--- config.mk ---
export PLATFORM = sky130hd
export DESIGN_NAME = ripple_count_capture
export DESIGN_NICKNAME = d
export VERILOG_FILES = /design/src/rtl/ripple_count_capture.sv
export SDC_FILE = /design/constraint.sdc
export NUM_CORES = 1
export LEC_CHECK = 0
export ABC_AREA = 1
export BUFFER_PORTS_ARGS = -buffer_cell sky130_fd_sc_hd__buf_2
export CAP_MARGIN = 20
export CELL_PAD_IN_SITES_DETAIL_PLACEMENT = 0
export CELL_PAD_IN_SITES_GLOBAL_PLACEMENT = 1
export CORE_UTILIZATION = 36
export CTS_CLUSTER_DIAMETER = 60
export DETAILED_ROUTE_END_ITERATION = 6
export GPL_ROUTABILITY_DRIVEN = 1
export GPL_TIMING_DRIVEN = 0
export HOLD_SLACK_MARGIN = 0.08
export PLACE_DENSITY = 0.85
export SLEW_MARGIN = 30
export SYNTH_ARGS = -nofsm -noshare
export SYNTH_HDL_FRONTEND = slang
export SYNTH_SLANG_ARGS = --single-unit
export TNS_END_PERCENT = 5
--- constraint.sdc ---
create_clock -name clk -period 2.1 [get_ports clk]
set_input_delay 0.105 -clock clk [delete_from_list [all_inputs] [get_ports clk]]
set_output_delay 0.105 -clock clk [all_outputs]
set_load 0.005 [all_outputs]
--- src/rtl/ripple_count_capture.sv ---
// ripple_count_capture: brings the q bus of a 4-bit asynchronous ripple
// down-counter into the clk domain, filters ripple transients, follows
// single-step decrements and extends the count with a wrap-tracking upper part.
module ripple_count_capture #(
  parameter int unsigned STABLE_CYC = 3,
  parameter int unsigned WIDTH      = 16
) (
  input  logic             clk,
  input  logic             rst,
  input  logic [3:0]       cnt_in,
  input  logic             en,
  input  logic             clr_err,
  output logic [WIDTH-1:0] count_out,
  output logic             step_pulse,
  output logic             underflow_pulse,
  output logic             skip_pulse,
  output logic             err
);

  typedef enum logic [1:0] {
    TRACK,
    HOLD,
    RESYNC
  } state_t;

  localparam logic [3:0]       STAB_MAX = 4'(STABLE_CYC);
  // Acceptance fires on the edge where stab_cnt becomes STABLE_CYC-1, so the
  // pre-edge count is STABLE_CYC-2; STABLE_CYC==1 accepts on the first equal edge.
  localparam logic [3:0]       ACC_AT   = (STABLE_CYC > 1) ? 4'(STABLE_CYC - 2) : 4'd0;
  localparam logic [WIDTH-5:0] EXT_ONE  = (WIDTH-4)'(1);

  logic [3:0]       s1, s2, s2_prev;
  logic [3:0]       stab_cnt;
  logic [3:0]       settled;
  logic [WIDTH-5:0] ext;
  state_t           state;
  logic             step_q, under_q, skip_q, err_q;

  logic             stable;
  logic             accept;
  logic [3:0]       v;
  logic [3:0]       d;

  assign stable = (s2 == s2_prev);
  assign accept = stable && (stab_cnt == ACC_AT);
  assign v      = s2;
  assign d      = settled - v;

  // Two-flop synchroniser plus one history stage for the stability compare.
  always_ff @(posedge clk) begin
    if (rst) begin
      s1      <= '1;
      s2      <= '1;
      s2_prev <= '1;
    end else begin
      s1      <= cnt_in;
      s2      <= s1;
      s2_prev <= s2;
    end
  end

  // Stability filter: counts consecutive equal samples, saturating.
  always_ff @(posedge clk) begin
    if (rst) begin
      stab_cnt <= '0;
    end else if (!stable) begin
      stab_cnt <= '0;
    end else if (stab_cnt != STAB_MAX) begin
      stab_cnt <= stab_cnt + 4'd1;
    end
  end

  // Tracking state machine with registered count, pulses and sticky error.
  always_ff @(posedge clk) begin
    if (rst) begin
      state   <= TRACK;
      settled <= '1;
      ext     <= '1;
      step_q  <= 1'b0;
      under_q <= 1'b0;
      skip_q  <= 1'b0;
      err_q   <= 1'b0;
    end else begin
      step_q  <= 1'b0;
      under_q <= 1'b0;
      skip_q  <= 1'b0;
      if (clr_err) begin
        err_q <= 1'b0;
      end
      case (state)
        TRACK: begin
          if (!en) begin
            state <= HOLD;
          end else if (accept && (d != 4'd0)) begin
            settled <= v;
            if (d == 4'd1) begin
              step_q <= 1'b1;
              if (settled == 4'd0) begin
                under_q <= 1'b1;
                ext     <= ext - EXT_ONE;
              end
            end else begin
              // Set overrides a same-edge clr_err.
              skip_q <= 1'b1;
              err_q  <= 1'b1;
            end
          end
        end
        HOLD: begin
          if (en) begin
            state <= RESYNC;
          end
        end
        RESYNC: begin
          if (!en) begin
            state <= HOLD;
          end else if (accept) begin
            settled <= v;
            state   <= TRACK;
          end
        end
        default: state <= TRACK;
      endcase
    end
  end

  assign count_out       = {ext, settled};
  assign step_pulse      = step_q;
  assign underflow_pulse = under_q;
  assign skip_pulse      = skip_q;
  assign err             = err_q;

endmodule

# Word level (Yosys, flattened, before mapping)
# Cells that the tools add are included.
# classes
eq_ne	13
muxes	18
reduce_logical	12
bitwise_logic	5
n_addsub	3
# ops
op	n
two-way mux 4 bit	4
!= test 2 bit, second input constant	6
subtractor 12 x 1 -> 12 bit, second input constant	1
AND reduction 5 bit	2
== test 4 x 1 -> 1 bit, second input constant	2
two-way mux 1 bit	8
two-way mux 2 bit	4
one-hot mux 4 bit (2 select lines)	1
one-hot mux 2 bit (3 select lines)	1
inverter 1 bit	5
OR reduction 5 bit	1
adder 4 x 1 -> 4 bit, second input constant	1
== test 4 bit	1
logical NOT 4 bit	1
!= test 4 x 2 -> 1 bit, second input constant	1
nonzero test 4 bit	1
OR reduction 4 bit	1
subtractor 4 bit	1
!= test 3 bit, second input constant	1
AND reduction 3 bit	1
== test 2 x 1 -> 1 bit, second input constant	1
== test 2 bit, second input constant	1
logical AND 1 bit	2
logical NOT 2 bit	1
other kinds (2)	2
# word_totals
word_cells	62
regBits	38

# Depth between registers and ports, before layout
# logic_depth
ltp_word	6
ltp_mapped	13
mapped_depth_nobuf	12

# Worst setup path before layout
# OpenSTA, ideal clock, no wires.
# synth_timing
path_kind	reg-to-reg
start	register settled[0]
end	register ext[10]
setup_ns	0.134
t_arrival_ns	1.911
synth_period_minus_slack_ns	2.045
slack_ns	0.055
path_stages_with_launch	12
required_ns	1.966
cell_sequence	dfxtp_1 inv_1 ha_1 inv_1 fa_1 nor2_1 nand4_4 nor2_8 buf_6 nand2_1 nand2_1 nand3_1
# synth_between
elab_chain_cells	4
# synth_lines
item	line	text
start: declaration	34	logic [3:0] settled;
start signal: assignment	95	settled <= v;
start signal: assignment	118	settled <= v;
subtractor 4 bit	47	assign d = settled - v;
nonzero test 4 bit	94	end else if (accept && (d != 4'd0)) begin
logical AND 1 bit	94	
AND reduction 5 bit (no source line) (*)	-	
end signal: assignment	100	ext <= ext - EXT_ONE;
end: declaration	35	logic [WIDTH-5:0] ext;
# Mark *: on every way between the ends. The rest lies on a longest branch, timed or not.
# A chain may end at the register's enable or synchronous reset.

# Worst setup path in the final report
# layout_timing
start	register settled[0]
end	register ext[8]
# The elaborated chain is that of the path after synthesis.

==> results.cfg <==
[outcome]
status = finished, final reports clean

[logic_synthesis]
async_flop_share_pct = 0
ys_warn_count = 0
syn_avg_cell_area_um2 = 7.59
yosysTopAreaCellShare_pct = 42.8
synth_top_area_cell = dfxtp_1
ys_types = 29
ys_seq_elements = 38
synthCells = 234
synth_nets = 249
synth-edff-count = 0
synth_ff_type = dfxtp_1
synth-seq-area-share_pct = 42.8
yosysMostFrequentCell = nand2_1
synth.top_cells.by_count = 52 x nand2_1, 38 x dfxtp_1, 34 x inv_1, 34 x nand3_1, 22 x nor2_1
synth_area_um2 = 1780
synth_area_leaders = dfxtp_1 43%, nand2_1 11%, nand3_1 9.6%, inv_1 7.2%, nor2_1 4.7%

[cts]
root_buffer = clkbuf_8
max-clock-path-buffers = 2
htreeDepth = 2
cts_sinks = 38
cts_tree = yes
clk_latency_ns = 0.29
numCtsBuffers = 5
path_clk_slew_ns = 0.08

[worst_setup_path]
path_cells = inv_2 -> ha_4 -> inv_2 -> fa_2 -> xnor2_2 -> and2_4 -> nand4_4 -> nor2_8 -> buf_6 -> nand2_2 -> nand2_1 -> nand3_1
cp_top_family = simple AND/OR/NAND/NOR gates
cp_max_fo = 5
worstSetupStartpointType = register
critical_path_buf_inv_count = 3
crit_path_max_incr_delay_ns = 0.34
required_ns = 2.25
worstSetupPathType = reg2reg
cpMostUsedCell = inv_2
endpoint_kind = register
critical_path_arrival_ns = 2.17
slowest_stage = fa_2

[worst_hold_path]
hp-class = in2reg

[global_route]
grt_pass1_vias = 1315
grt_overflow = 0
antenna_found_initial = 0
grtUsageTotal_pct = 14.2
grt_max_degree = 14
grt_pass1_wl_um = 5770

[place]
port_buffers = 27
hpwl_um = 2490
gp_congestion = 0.781

[layout]
fin_util_pct = 47.9
num_antenna_cells = 0
area_growth_pct = 27.5
drive_gt1_share_pct = 26.2
nets = 293

[power]
power_leakage_nw = 1.12
irDropWorstVdd_v = 0.000391
powerDensity_nw_per_um2 = 705
power_mw = 1.60

[run]
maxCapViolCount = 0

[detailed_routing]
ant_nets = 0
wl_per_cell_um = 9.93
dr.pass1.iters = 4
drc_errors = 0
via_per_inst = 4.34
vias = 1502
drt_iter0_markers = 73
routed_wl_um = 3440

[die]
rows = 25
start_util_pct = 37.6
die-area_um2 = 5220
ios = 28
fp.coreArea_um2 = 4720
die_y_um = 72.2
die_w_um = 72.2

[timing]
hold_viol = 0
finalSetupTns_ns = 0
grt_setup_unrepaired = yes
timing.final.crit_period_ns = 2.02
min_period_over_period_pct = 96.3
setup_viol = 0
max-slew-margin-rel_pct = 63.3
timing.hold.ws_ns = 0.126
clock_skew_ns = 0.00591
worstMarginPinSlew_ns = 0.550
clock.fmax_mhz = 495
maxSlewViolCount = 0
placed cells by master (no fill, tap or decap), types with 2 or more instances in the layout:
cell type and count:
nor3_1 3, or2_2 11, nand4_1 3, clkinvlp_4 2, nor2_1 21, ha_1 4
nand3_1 34, dfxtp_1 36, buf_4 3, nand2_2 4, clkbuf_8 5, dlygate4sd3_1 6
buf_6 3, inv_2 3, xor2_1 5, buf_2 27, ha_4 2, nand2_1 49
inv_1 32, nor2_4 2, clkbuf_1 2, o21ai_0 2, a21oi_1 4
power breakdown:
group / internal [mW] / switching, mW / leakage [nW] / total, mW
registers: 0.741 / 0.0187 / 0.310 / 0.760
clock network: 0.353 / 0.273 / 0.0504 / 0.627
logic: 0.0943 / 0.115 / 0.758 / 0.209
tightest hold or removal path: cells and delay by family:
family / cells / cell delay [ns]
buffers and inverters: 3 / 0.19
and+or+nand+nor: 1 / 0.09
worst paths after layout:
kind                                  from       end  slack, ns  cells past startpoint
worst max-delay path            settled[0]    ext[8]       0.08                     12
worst max register to register  settled[0]    ext[8]       0.08                     12
worst min-delay path                    en  state[0]       0.13                      4
worst min register to register       s1[3]     s2[3]       0.41                      1
registers in the layout, summed over array words and instances (netlist names):
register and count:
step_pulse 1, err 1, state 2, s1 4, stab_cnt 4, s2_prev 4, settled 4, underflow_pulse 1
skip_pulse 1, ext 12, s2 4
cell type report:
class	instances	area (um2)
fillers	474	2460
flip-flops and latches	38	766
plain buffers	5	33.8
multi-input cells	156	906
inverters	35	131
well taps	67	83.8
clock buffers	5	68.8
repair buffers	37	229
clock inverters	3	45.0
metrics by stage:
| step | setup WS (ns) | cell area (um2) | instances |
|---|---|---|---|
| after floorplan | 0.0551 | 1780 | 234 |
| after global placement | -0.117 | 1990 | 328 |
| after detailed placement | -0.139 | 1990 | 328 |
| after CTS | 0.00997 | 2210 | 345 |
| after global routing | -0.0589 | 2260 | 346 |
| final | 0.0778 | 2260 | 346 |
what timing repair did:
item                                    4_1_cts  5_1_grt
endpoints found under the setup margin       12       16
pin swaps                                     6        8
hold endpoints to repair                      6        0
resized for setup                             8       11
hold buffers                                  6        0
buffers inserted                              2        1
cloned                                        1        0
logic make-up (layout without fill, tap and decap cells):
logic type | count (synthesis) | count (layout) | share of synthesized area (%)
buffers and inverters | 40 | 85 | 9.30
flip-flops | 38 | 38 | 42.8
AO/OA/AOI/OAI | 9 | 9 | 2.75
adder cells (fa/ha/maj) | 7 | 7 | 5.36
AND/OR/NAND/NOR | 134 | 134 | 36.8
XOR/XNOR | 6 | 6 | 2.96
layer usage:
metal / global-route usage, % / routed length, um / vias up
met4: 4.58 / 34 / 0
met5: 0 / 0 / -
met1: 19.3 / 1750 / 655
met2: 21.3 / 1520 / 22
li1: - / - / 821
met3: 4.44 / 128 / 4
(Power assumes the default switching activity.)
